<file path="config.mk">
export PLATFORM = sky130hd
export DESIGN_NAME = vec_lsu
export DESIGN_NICKNAME = d
export VERILOG_FILES = /design/src/rtl/vec_lsu_pkg.sv /design/src/rtl/lsu_addr_gen.sv /design/src/rtl/vec_lsu.sv
export SDC_FILE = /design/constraint.sdc
export NUM_CORES = 1
export LEC_CHECK = 0
export ABC_AREA = 1
export ABC_CLOCK_PERIOD_IN_PS = 5300
export BUFFER_PORTS_ARGS = -buffer_cell sky130_fd_sc_hd__buf_4
export CORE_MARGIN = 5
export CORE_UTILIZATION = 43
export DETAILED_ROUTE_END_ITERATION = 8
export HOLD_SLACK_MARGIN = 0.05
export PLACE_DENSITY = 0.67
export SETUP_SLACK_MARGIN = 0.2
export SYNTH_ARGS = -nofsm -noshare
export SYNTH_HDL_FRONTEND = slang
export SYNTH_HIERARCHICAL = 1
export SYNTH_SLANG_ARGS = --single-unit
</file>
<file path="constraint.sdc">
create_clock -name clk -period 5.3 [get_ports clk]
set_input_delay 1.325 -clock clk [delete_from_list [all_inputs] [get_ports clk]]
set_output_delay 1.325 -clock clk [all_outputs]
set_load 0.01 [all_outputs]
</file>
<file path="src/rtl/vec_lsu_pkg.sv">
// Shared definitions for the vector load/store unit: element-width
// encodings, FSM state type and the bytes-per-register derivation.
package vec_lsu_pkg;

    localparam logic [1:0] EEW_8    = 2'd0;
    localparam logic [1:0] EEW_16   = 2'd1;
    localparam logic [1:0] EEW_32   = 2'd2;
    localparam logic [1:0] EEW_RSVD = 2'd3;

    typedef enum logic [1:0] {
        LSU_IDLE  = 2'd0,
        LSU_ISSUE = 2'd1,
        LSU_WAIT  = 2'd2,
        LSU_RESP  = 2'd3
    } lsu_state_t;

    // Bytes held by one vector register of the given bit width.
    function automatic int vlenb_of(input int vlen);
        return vlen / 8;
    endfunction

    // The reserved width encoding behaves as 32-bit elements.
    function automatic logic [1:0] eew_norm(input logic [1:0] eew);
        return (eew == EEW_RSVD) ? EEW_32 : eew;
    endfunction

endpackage

</file>
<file path="src/rtl/lsu_addr_gen.sv">
// Address generator for vec_lsu: walks element/byte indices and the running
// element address, and presents the current transaction address/length.
module lsu_addr_gen
    import vec_lsu_pkg::*;
#(
    parameter int XLEN = 32
) (
    input  logic            clk,
    input  logic            rst_n,
    input  logic            start,
    input  logic            advance,
    input  logic [XLEN-1:0] cfg_base,
    input  logic [XLEN-1:0] cfg_step,
    input  logic [1:0]      cfg_eew,
    input  logic [XLEN-1:0] cfg_vl,
    input  logic            cfg_unit_load,
    input  logic            cfg_store,
    output logic [XLEN-1:0] addr,
    output logic [XLEN-1:0] len,
    output logic [XLEN-1:0] elem_idx,
    output logic [XLEN-1:0] byte_idx,
    output logic            last
);

    logic [XLEN-1:0] elem_addr_q;
    logic [XLEN-1:0] step_q;
    logic [XLEN-1:0] vl_q;
    logic [XLEN-1:0] e_q;
    logic [XLEN-1:0] b_q;
    logic [1:0]      eew_q;
    logic            unit_load_q;
    logic            store_q;
    logic [XLEN-1:0] eb;

    assign eb       = XLEN'(1) << eew_q;
    assign elem_idx = e_q;
    assign byte_idx = b_q;

    // Latch the access shape at accept; step the byte index before the element.
    always_ff @(posedge clk) begin
        if (!rst_n) begin
            elem_addr_q <= '0;
            step_q      <= '0;
            vl_q        <= '0;
            e_q         <= '0;
            b_q         <= '0;
            eew_q       <= EEW_8;
            unit_load_q <= 1'b0;
            store_q     <= 1'b0;
        end else if (start) begin
            elem_addr_q <= cfg_base;
            step_q      <= cfg_step;
            vl_q        <= cfg_vl;
            e_q         <= '0;
            b_q         <= '0;
            eew_q       <= cfg_eew;
            unit_load_q <= cfg_unit_load;
            store_q     <= cfg_store;
        end else if (advance) begin
            if (store_q) begin
                if (b_q == eb - XLEN'(1)) begin
                    b_q         <= '0;
                    e_q         <= e_q + XLEN'(1);
                    elem_addr_q <= elem_addr_q + step_q;
                end else begin
                    b_q <= b_q + XLEN'(1);
                end
            end else begin
                e_q         <= e_q + XLEN'(1);
                elem_addr_q <= elem_addr_q + step_q;
            end
        end
    end

    // Current transaction shape and whether it is the final one.
    always_comb begin
        addr = elem_addr_q;
        len  = eb;
        last = (e_q == vl_q - XLEN'(1));
        if (unit_load_q) begin
            len  = vl_q << eew_q;
            last = 1'b1;
        end else if (store_q) begin
            addr = elem_addr_q + b_q;
            len  = XLEN'(1);
            last = (e_q == vl_q - XLEN'(1)) && (b_q == eb - XLEN'(1));
        end
    end

endmodule

</file>
<file path="src/rtl/vec_lsu.sv">
// Vector load/store unit: accepts one vector memory instruction, issues
// byte-addressed transactions to the memory controller one at a time,
// gathers load bytes and returns a single-cycle writeback response.
//
// Handshakes: a request is taken in the cycle req_valid && req_ready, and
// req_ready is high only in IDLE. ls_valid is a one-cycle strobe with no
// back-pressure; the unit then waits for the one-cycle ls_done pulse before
// issuing again. resp_valid is a one-cycle pulse with no back-pressure.
module vec_lsu
    import vec_lsu_pkg::*;
#(
    parameter int XLEN  = 32,
    parameter int VLEN  = 128,
    parameter int VLENB = vlenb_of(VLEN)
) (
    input  logic            clk,
    input  logic            rst_n,
    input  logic            req_valid,
    output logic            req_ready,
    input  logic            req_we,
    input  logic [4:0]      req_vd,
    input  logic [XLEN-1:0] req_addr,
    input  logic [XLEN-1:0] req_stride,
    input  logic            req_unit,
    input  logic [1:0]      req_eew,
    input  logic [XLEN-1:0] req_vl,
    input  logic [VLEN-1:0] req_src,
    output logic            ls_valid,
    output logic            ls_we,
    output logic [XLEN-1:0] ls_addr,
    output logic [XLEN-1:0] ls_len,
    output logic [VLEN-1:0] ls_src,
    input  logic            ls_done,
    input  logic [VLEN-1:0] ls_data,
    output logic            resp_valid,
    output logic            resp_load,
    output logic            resp_wen,
    output logic [4:0]      resp_vd,
    output logic [VLEN-1:0] resp_data,
    output logic [1:0]      dbg_state
);

    lsu_state_t      state_q;
    lsu_state_t      state_d;

    logic            we_q;
    logic            unit_q;
    logic [1:0]      eew_q;
    logic [4:0]      vd_q;
    logic [XLEN-1:0] vl_q;
    logic [VLEN-1:0] src_q;
    logic [VLEN-1:0] buf_q;

    logic            accept;
    logic            advance;
    logic [1:0]      eew_n;
    logic [XLEN-1:0] eb_req;
    logic [XLEN-1:0] vl_max;
    logic [XLEN-1:0] vl_eff;
    logic [XLEN-1:0] eb_q;

    logic [XLEN-1:0] ag_addr;
    logic [XLEN-1:0] ag_len;
    logic [XLEN-1:0] ag_e;
    logic [XLEN-1:0] ag_b;
    logic            ag_last;

    logic [XLEN-1:0] gather_off;
    logic [XLEN-1:0] src_idx;
    logic [7:0]      src_byte;

    assign accept     = (state_q == LSU_IDLE) && req_valid;
    assign advance    = (state_q == LSU_WAIT) && ls_done;
    assign eew_n      = eew_norm(req_eew);
    assign eb_req     = XLEN'(1) << eew_n;
    assign vl_max     = XLEN'(VLENB) >> eew_n;
    assign vl_eff     = (req_vl < vl_max) ? req_vl : vl_max;
    assign eb_q       = XLEN'(1) << eew_q;
    assign gather_off = ag_e << eew_q;
    assign src_idx    = gather_off + ag_b;
    assign dbg_state  = state_q;

    lsu_addr_gen #(
        .XLEN (XLEN)
    ) u_addr_gen (
        .clk           (clk),
        .rst_n         (rst_n),
        .start         (accept),
        .advance       (advance),
        .cfg_base      (req_addr),
        .cfg_step      (req_unit ? eb_req : req_stride),
        .cfg_eew       (eew_n),
        .cfg_vl        (vl_eff),
        .cfg_unit_load (req_unit && !req_we),
        .cfg_store     (req_we),
        .addr          (ag_addr),
        .len           (ag_len),
        .elem_idx      (ag_e),
        .byte_idx      (ag_b),
        .last          (ag_last)
    );

    // Pick the store byte e*eb+b out of the latched source register.
    always_comb begin
        src_byte = 8'h00;
        for (int k = 0; k < VLENB; k++) begin
            if (XLEN'(k) == src_idx) begin
                src_byte = src_q[8*k +: 8];
            end
        end
    end

    // State register.
    always_ff @(posedge clk) begin
        if (!rst_n) begin
            state_q <= LSU_IDLE;
        end else begin
            state_q <= state_d;
        end
    end

    // Latch request fields on accept.
    always_ff @(posedge clk) begin
        if (!rst_n) begin
            we_q   <= 1'b0;
            unit_q <= 1'b0;
            eew_q  <= EEW_8;
            vd_q   <= '0;
            vl_q   <= '0;
            src_q  <= '0;
        end else if (accept) begin
            we_q   <= req_we;
            unit_q <= req_unit;
            eew_q  <= eew_n;
            vd_q   <= req_vd;
            vl_q   <= vl_eff;
            src_q  <= req_src;
        end
    end

    // Gather buffer: cleared on accept so tail bytes stay zero, filled on ls_done.
    always_ff @(posedge clk) begin
        if (!rst_n) begin
            buf_q <= '0;
        end else if (accept) begin
            buf_q <= '0;
        end else if (advance && !we_q) begin
            for (int k = 0; k < VLENB; k++) begin
                if (unit_q) begin
                    if (XLEN'(k) < ag_len) begin
                        buf_q[8*k +: 8] <= ls_data[8*k +: 8];
                    end
                end else begin
                    for (int j = 0; j < 4; j++) begin
                        if ((XLEN'(j) < eb_q) && (XLEN'(k) == gather_off + XLEN'(j))) begin
                            buf_q[8*k +: 8] <= ls_data[8*j +: 8];
                        end
                    end
                end
            end
        end
    end

    // Next-state and all outputs; everything defaults to zero outside its state.
    always_comb begin
        state_d    = state_q;
        req_ready  = 1'b0;
        ls_valid   = 1'b0;
        ls_we      = 1'b0;
        ls_addr    = '0;
        ls_len     = '0;
        ls_src     = '0;
        resp_valid = 1'b0;
        resp_load  = 1'b0;
        resp_wen   = 1'b0;
        resp_vd    = '0;
        resp_data  = '0;
        case (state_q)
            LSU_IDLE: begin
                req_ready = 1'b1;
                if (req_valid) begin
                    state_d = (vl_eff == '0) ? LSU_RESP : LSU_ISSUE;
                end
            end
            LSU_ISSUE: begin
                ls_valid = 1'b1;
                ls_we    = we_q;
                ls_addr  = ag_addr;
                ls_len   = ag_len;
                ls_src   = we_q ? VLEN'(src_byte) : '0;
                state_d  = LSU_WAIT;
            end
            LSU_WAIT: begin
                if (ls_done) begin
                    state_d = ag_last ? LSU_RESP : LSU_ISSUE;
                end
            end
            LSU_RESP: begin
                resp_valid = 1'b1;
                resp_load  = !we_q;
                resp_wen   = !we_q && (vl_q != '0);
                resp_vd    = vd_q;
                resp_data  = we_q ? '0 : buf_q;
                state_d    = LSU_IDLE;
            end
            default: begin
                state_d = LSU_IDLE;
            end
        endcase
    end

endmodule

</file>
# Word-level counts from Yosys, hierarchy flattened
# Index checks and enable logic that the tools add are counted.
# W data, S select, Z words.
[op_classes] muxes=146 add_sub_neg=10 n_lt_le_gt_ge=21 shifts=5 n_bitwise=1 reduce_logical=118 n_eq_ne=101
[ops] op="$eq A4 B32 Y1 const A" n=40
[ops] op="$mux W8" n=114
[ops] op="$eq A3 B32 Y1 const A" n=20
[ops] op="$mux W32" n=15
[ops] op="$eq A2 B32 Y1 const A" n=10
[ops] op="$lt A4 B32 Y1 const A" n=8
[ops] op="$mux W128" n=2
[ops] op="$logic_not A32 Y1" n=6
[ops] op="$eq A1 B32 Y1 const A" n=5
[ops] op="$lt A1 B32 Y1 const A" n=4
[ops] op="$lt A2 B32 Y1 const A" n=4
[ops] op="$lt A3 B32 Y1 const A" n=4
[ops] op="$add A32 B1 Y32 const B" n=3
[ops] op="$add A32 B32 Y32" n=3
[ops] op="$reduce_bool A5 Y1" n=16
[ops] op="$logic_and A1 B1 Y1" n=70
[ops] op="$add A32 B2 Y32 const B" n=2
[ops] op="$eq A32 B32 Y1" n=2
[ops] op="$shl A1 B2 Y32 const A" n=2
[ops] op="$shl A32 B2 Y32" n=2
[ops] op="$sub A32 B1 Y32 const B" n=2
[ops] op="$reduce_and A3 Y1" n=16
[ops] op="$lt A32 B32 Y1" n=1
[ops] op="$ne A2 B1 Y1 const B" n=16
[ops] op="16 further kinds" n=35
[totals] in_bits=365 out_inout_bits=333 elab_cells=430 ff_bits=428

# Logic depth before layout (Yosys ltp)
[logic_depth] word_depth=21 depth_mapped=43 depth_no_buf=41

# By module
# The synthesis kept the hierarchy.
[modules_own_cells] mod="vec_lsu" cells_each=3971 n_inst=1 seq_area_each_um2=5985.7 area_each_um2=23383.7
[modules_own_cells] mod="lsu_addr_gen" cells_each=2271 n_inst=1 seq_area_each_um2=3283.1 area_each_um2=13696.9

# Worst setup path before layout
# Ideal clock, no wire load.
[synth_path] path_kind="reg-to-output" startpoint="reg, netlist name eew_q[0]" endpoint="out ls_src[1]" t_required_ns=3.975 stages_incl_launch_ff=35 n_path_buf=3 t_arrival_ns=4.045 setup_slack_ns=-0.070 path_cell_list="dfxtp_1 > buf_6 > buf_6 > o21ai_1 > inv_1 > o21ai_1 > clkinv_1 > ha_1 > nand2_1 > nor2_1 > inv_1 > nor2_1 > nand2_1 > nand3_1 > nand2_1 > a21oi_1 > nand2_1 > nor3_1 > nand4_1 > clkbuf_1 > nand2_1 > o21ai_0 > nand2_1 > nand2_1 > nand2_1 > o21ai_0 > nand2_1 > nand2_1 > nand2_1 > nand2_1 > nand2_1 > nand2_1 > nand4_1 > nand2_1 > a21oi_1"
[synth_lines] item="end, declared" line_no="vec_lsu.sv:32" source="output logic [VLEN-1:0] ls_src,"

==> results.json <==
{
  "clockRootBuffer": "clkbuf_16",
  "synth_area_per_cell_um2": 5.94,
  "antenna_left": 0,
  "arrival_ps": 5020,
  "dr.pass1.iters": 6,
  "dieArea_um2": 92200,
  "powerDensity_nw_per_um2": 235,
  "hold_path_end": "vl_q[13]$_SDFFE_PN0P_",
  "cp.required_ps": 3970,
  "crit_family": "simple AND/OR/NAND/NOR gates",
  "cts_tree": "yes",
  "slowest_stage": "dfxtp_4",
  "ys_seq_area_frac": 0.250,
  "start_kind": "flip-flop",
  "rsz0062_at_grt": "yes",
  "fin_hold_ws_ps": 437,
  "drc": 0,
  "max_stage_delay_ps": 390,
  "grt_max_degree": 199,
  "final_util": 0.548,
  "die_w_um": 304,
  "crit_fanout": 13,
  "rr_worst_depth": 23,
  "violations": "negative setup slack",
  "critPathKind": "flip-flop to primary output",
  "rows": 107,
  "rrSetupSlack_ps": 490,
  "ys_warn_count": 6,
  "worstHoldStart": "vl_q[13]$_SDFFE_PN0P_",
  "overflow": 0,
  "grt_usage": 0.314,
  "place.port_buffers": 577,
  "core_area_um2": 85400,
  "report.final.slew_viol_count": 0,
  "synthArstFlopShare": 0,
  "placement.cell_area_um2": 43900,
  "seqCellArea_um2": 9280,
  "tightest_slew_ps": 1180,
  "drv_cap": 0,
  "path_clk_slew_ps": 60,
  "dr_wl_met3_um": 11700,
  "ys_seq_elements": 463,
  "hold_viol": 0,
  "place.gp.congestion": 1.01,
  "fin_crit_ps": 6350,
  "fin_area_um2": 46800,
  "initial_core_util": 0.434,
  "numCtsBuffers": 55,
  "grt_first_pass_wirelength_um": 234000,
  "dp.cells": 8023,
  "period_share": 1.20,
  "clock_skew_ps": 40.0,
  "vias": 43200,
  "multi_input_area_um2": 24400,
  "topRoutingLayerUsed": "met4",
  "avgRoutedWirePerCell_um": 19.0,
  "clock_sinks": 463,
  "peakVddDrop_v": 0.000251,
  "area_growth_pct": 26.2,
  "finalSetupViolCount": 8,
  "insertion_delay_ps": 650,
  "num_io_pins": 698,
  "end_kind": "primary output",
  "slew_headroom": 0.207,
  "finalWirelength_um": 155000,
  "ctsHtreeMaxLevel": 2,
  "fin_cells": 8150,
  "fill_cells": 8945,
  "clockBufferDepth": 3,
  "rr_endpoint": "buf_q[127]$_SDFFE_PP0P_",
  "die_h_um": 304,
  "cp_common_cell": "nand2_1",
  "status": "complete, but fails checks",
  "drive_gt1_frac": 0.199,
  "synthCells": 6242,
  "grt_pass1_vias": 39600,
  "critPathBufInv": 5,
  "hold_class": "flip-flop to flip-flop",
  "antenna_found_initial": 3,
  "final.setup.worst_slack_ps": -1050,
  "tns_ps": -8100,
  "r2r_start": "eew_q[0]$_SDFFE_PN0P_",
  "syn_area_um2": 37100,
  "power.leakage_nw": 22.0,
  "dr_wl_met2_um": 70700,
  "synth.distinct_cells": 67,
  "max_freq_ghz": 0.158,
  "min_path_cells": 2,
  "wl_met1_um": 67200,
  "drtIter0Drc": 4242,
  "synth_flop_cell": "dfxtp_1",
  "hpwl_um": 124000,
  "vias_per_cell": 5.30,
  "synth_edf_count": 0,
  "layout.nets": 7429
}
## how the worst max path moves through the flow
stage	cells after the start	to	start	slack [ps]
floorplan	35	ls_src[1]	eew_q[0]$_SDFFE_PN0P_	180
global placement	36	ls_src[2]	eew_q[0]$_SDFFE_PN0P_	-840
detailed placement	39	ls_src[3]	eew_q[0]$_SDFFE_PN0P_	-890
CTS	41	ls_src[5]	eew_q[0]$_SDFFE_PN0P_	-1080
global route	40	ls_src[1]	eew_q[0]$_SDFFE_PN0P_	-1400
finish	37	ls_src[1]	eew_q[0]$_SDFFE_PN0P_	-1050
## where the power goes
group	leakage, nW	internal, W	total [W]	switching (W)
registers	3.78	0.00371	0.00393	0.000217
logic	17.3	0.00112	0.00313	0.00202
clock network	0.908	0.00226	0.00394	0.00168
total	22.0	0.00709	0.0110	0.00392
## cell families after synthesis
group	count (synthesis)	share of synthesized area
and+or+nand+nor	3072	0.348
AOI/OAI and AO/OA	1285	0.192
buffers and inverters	1148	0.134
DFF	463	0.250
xor gates and xnor gates	160	0.0378
adders and majority gates	104	0.0357
muxes	9	0.00243
other	1	0.000101
## per-layer routing
metal / GRT usage / vias up
met1: 0.431 / 19900
met3: 0.0437 / 240
li1: - / 21400
met5: 0 / -
met4: 0.0950 / 0
met2: 0.515 / 1702
## registers in the layout, indices dropped and copies added (netlist names), 2 cells and up
name and flops:
eew_q 2, vd_q 5, u_addr_gen/eew_q 2, u_addr_gen/elem_idx 32, u_addr_gen/vl_q 32, dbg_state 2
u_addr_gen/step_q 32, src_q 128, u_addr_gen/byte_idx 32, buf_q 128, u_addr_gen/elem_addr_q 32, vl_q 32
## cells in the mapped netlist, types with 49 or more instances
master | number | share of area
nand2_1 | 1554 | 0.16
clkbuf_1 | 197 | 0.020
o21ai_0 | 510 | 0.069
nor3_1 | 91 | 0.012
nand3_1 | 241 | 0.033
xor2_1 | 138 | 0.033
nand4_1 | 79 | 0.013
nor2_1 | 931 | 0.094
dfxtp_1 | 463 | 0.25
buf_4 | 133 | 0.027
inv_1 | 712 | 0.072
o211ai_1 | 49 | 0.0099
ha_1 | 101 | 0.034
a21oi_1 | 436 | 0.059
o21ai_1 | 82 | 0.011
a31oi_1 | 76 | 0.013
## worst register-to-register path: stages (launching register included)
cell	delay, ps
dfxtp_4	390
buf_12	160
o21ai_2	230
nand2_2	80
inv_2	110
buf_4	170
ha_1	270
inv_1	150
o21ai_2	140
nand2_1	120
nor2_2	210
nand2_1	160
nor2_2	280
xor2_1	110
nor4_1	560
nand2_1	270
nor3_1	200
nand3_1	120
buf_4	210
nand3_1	80
nand2_1	250
inv_2	220
o21ai_0	90
a21oi_1	160
## final cells by class
type / instances / area share
diodes: 3 / 0.000160
clock buffers: 75 / 0.0332
clock inverters: 25 / 0.00671
inverters: 768 / 0.0622
multi-input cells: 4777 / 0.522
flip-flops and latches: 463 / 0.198
well taps: 1144 / 0.0306
repair buffers: 895 / 0.147
## repair_timing
item	CTS	global route
gates cloned	2	0
endpoints found under the hold margin	0	0
pin swaps	25	18
buffers inserted	11	11
resized for setup	128	93
hold buffers	0	0
endpoints found under the setup margin	8	32
## cells in the final DEF, fill, tap and decap left out, drive strengths merged, types with 5 or more instances in the layout
cell,n
nand4,79
nand2,1578
nor2,971
clkinvlp,5
nand3b,21
inv,761
conb,147
clkbuf,75
o21a,11
and3,5
clkinv,23
o21ai,618
nor4,46
nand3,254
a211oi,7
dfxtp,463
a31oi,77
buf,894
nor3,99
a21o,6
a21boi,19
o22ai,31
xnor2,22
mux2i,9
a21oi,443
o21bai,12
xor2,138
ha,101
o211ai,52
or2,12
## per-stage QoR
stage               total power [W]  worst slack [ps]
global placement            0.00696              -837
detailed placement          0.00698              -895
global route                 0.0115             -1400
finish                       0.0110             -1050
floorplan                   0.00587               182
CTS                          0.0110             -1080
(Power assumes the default switching activity.)
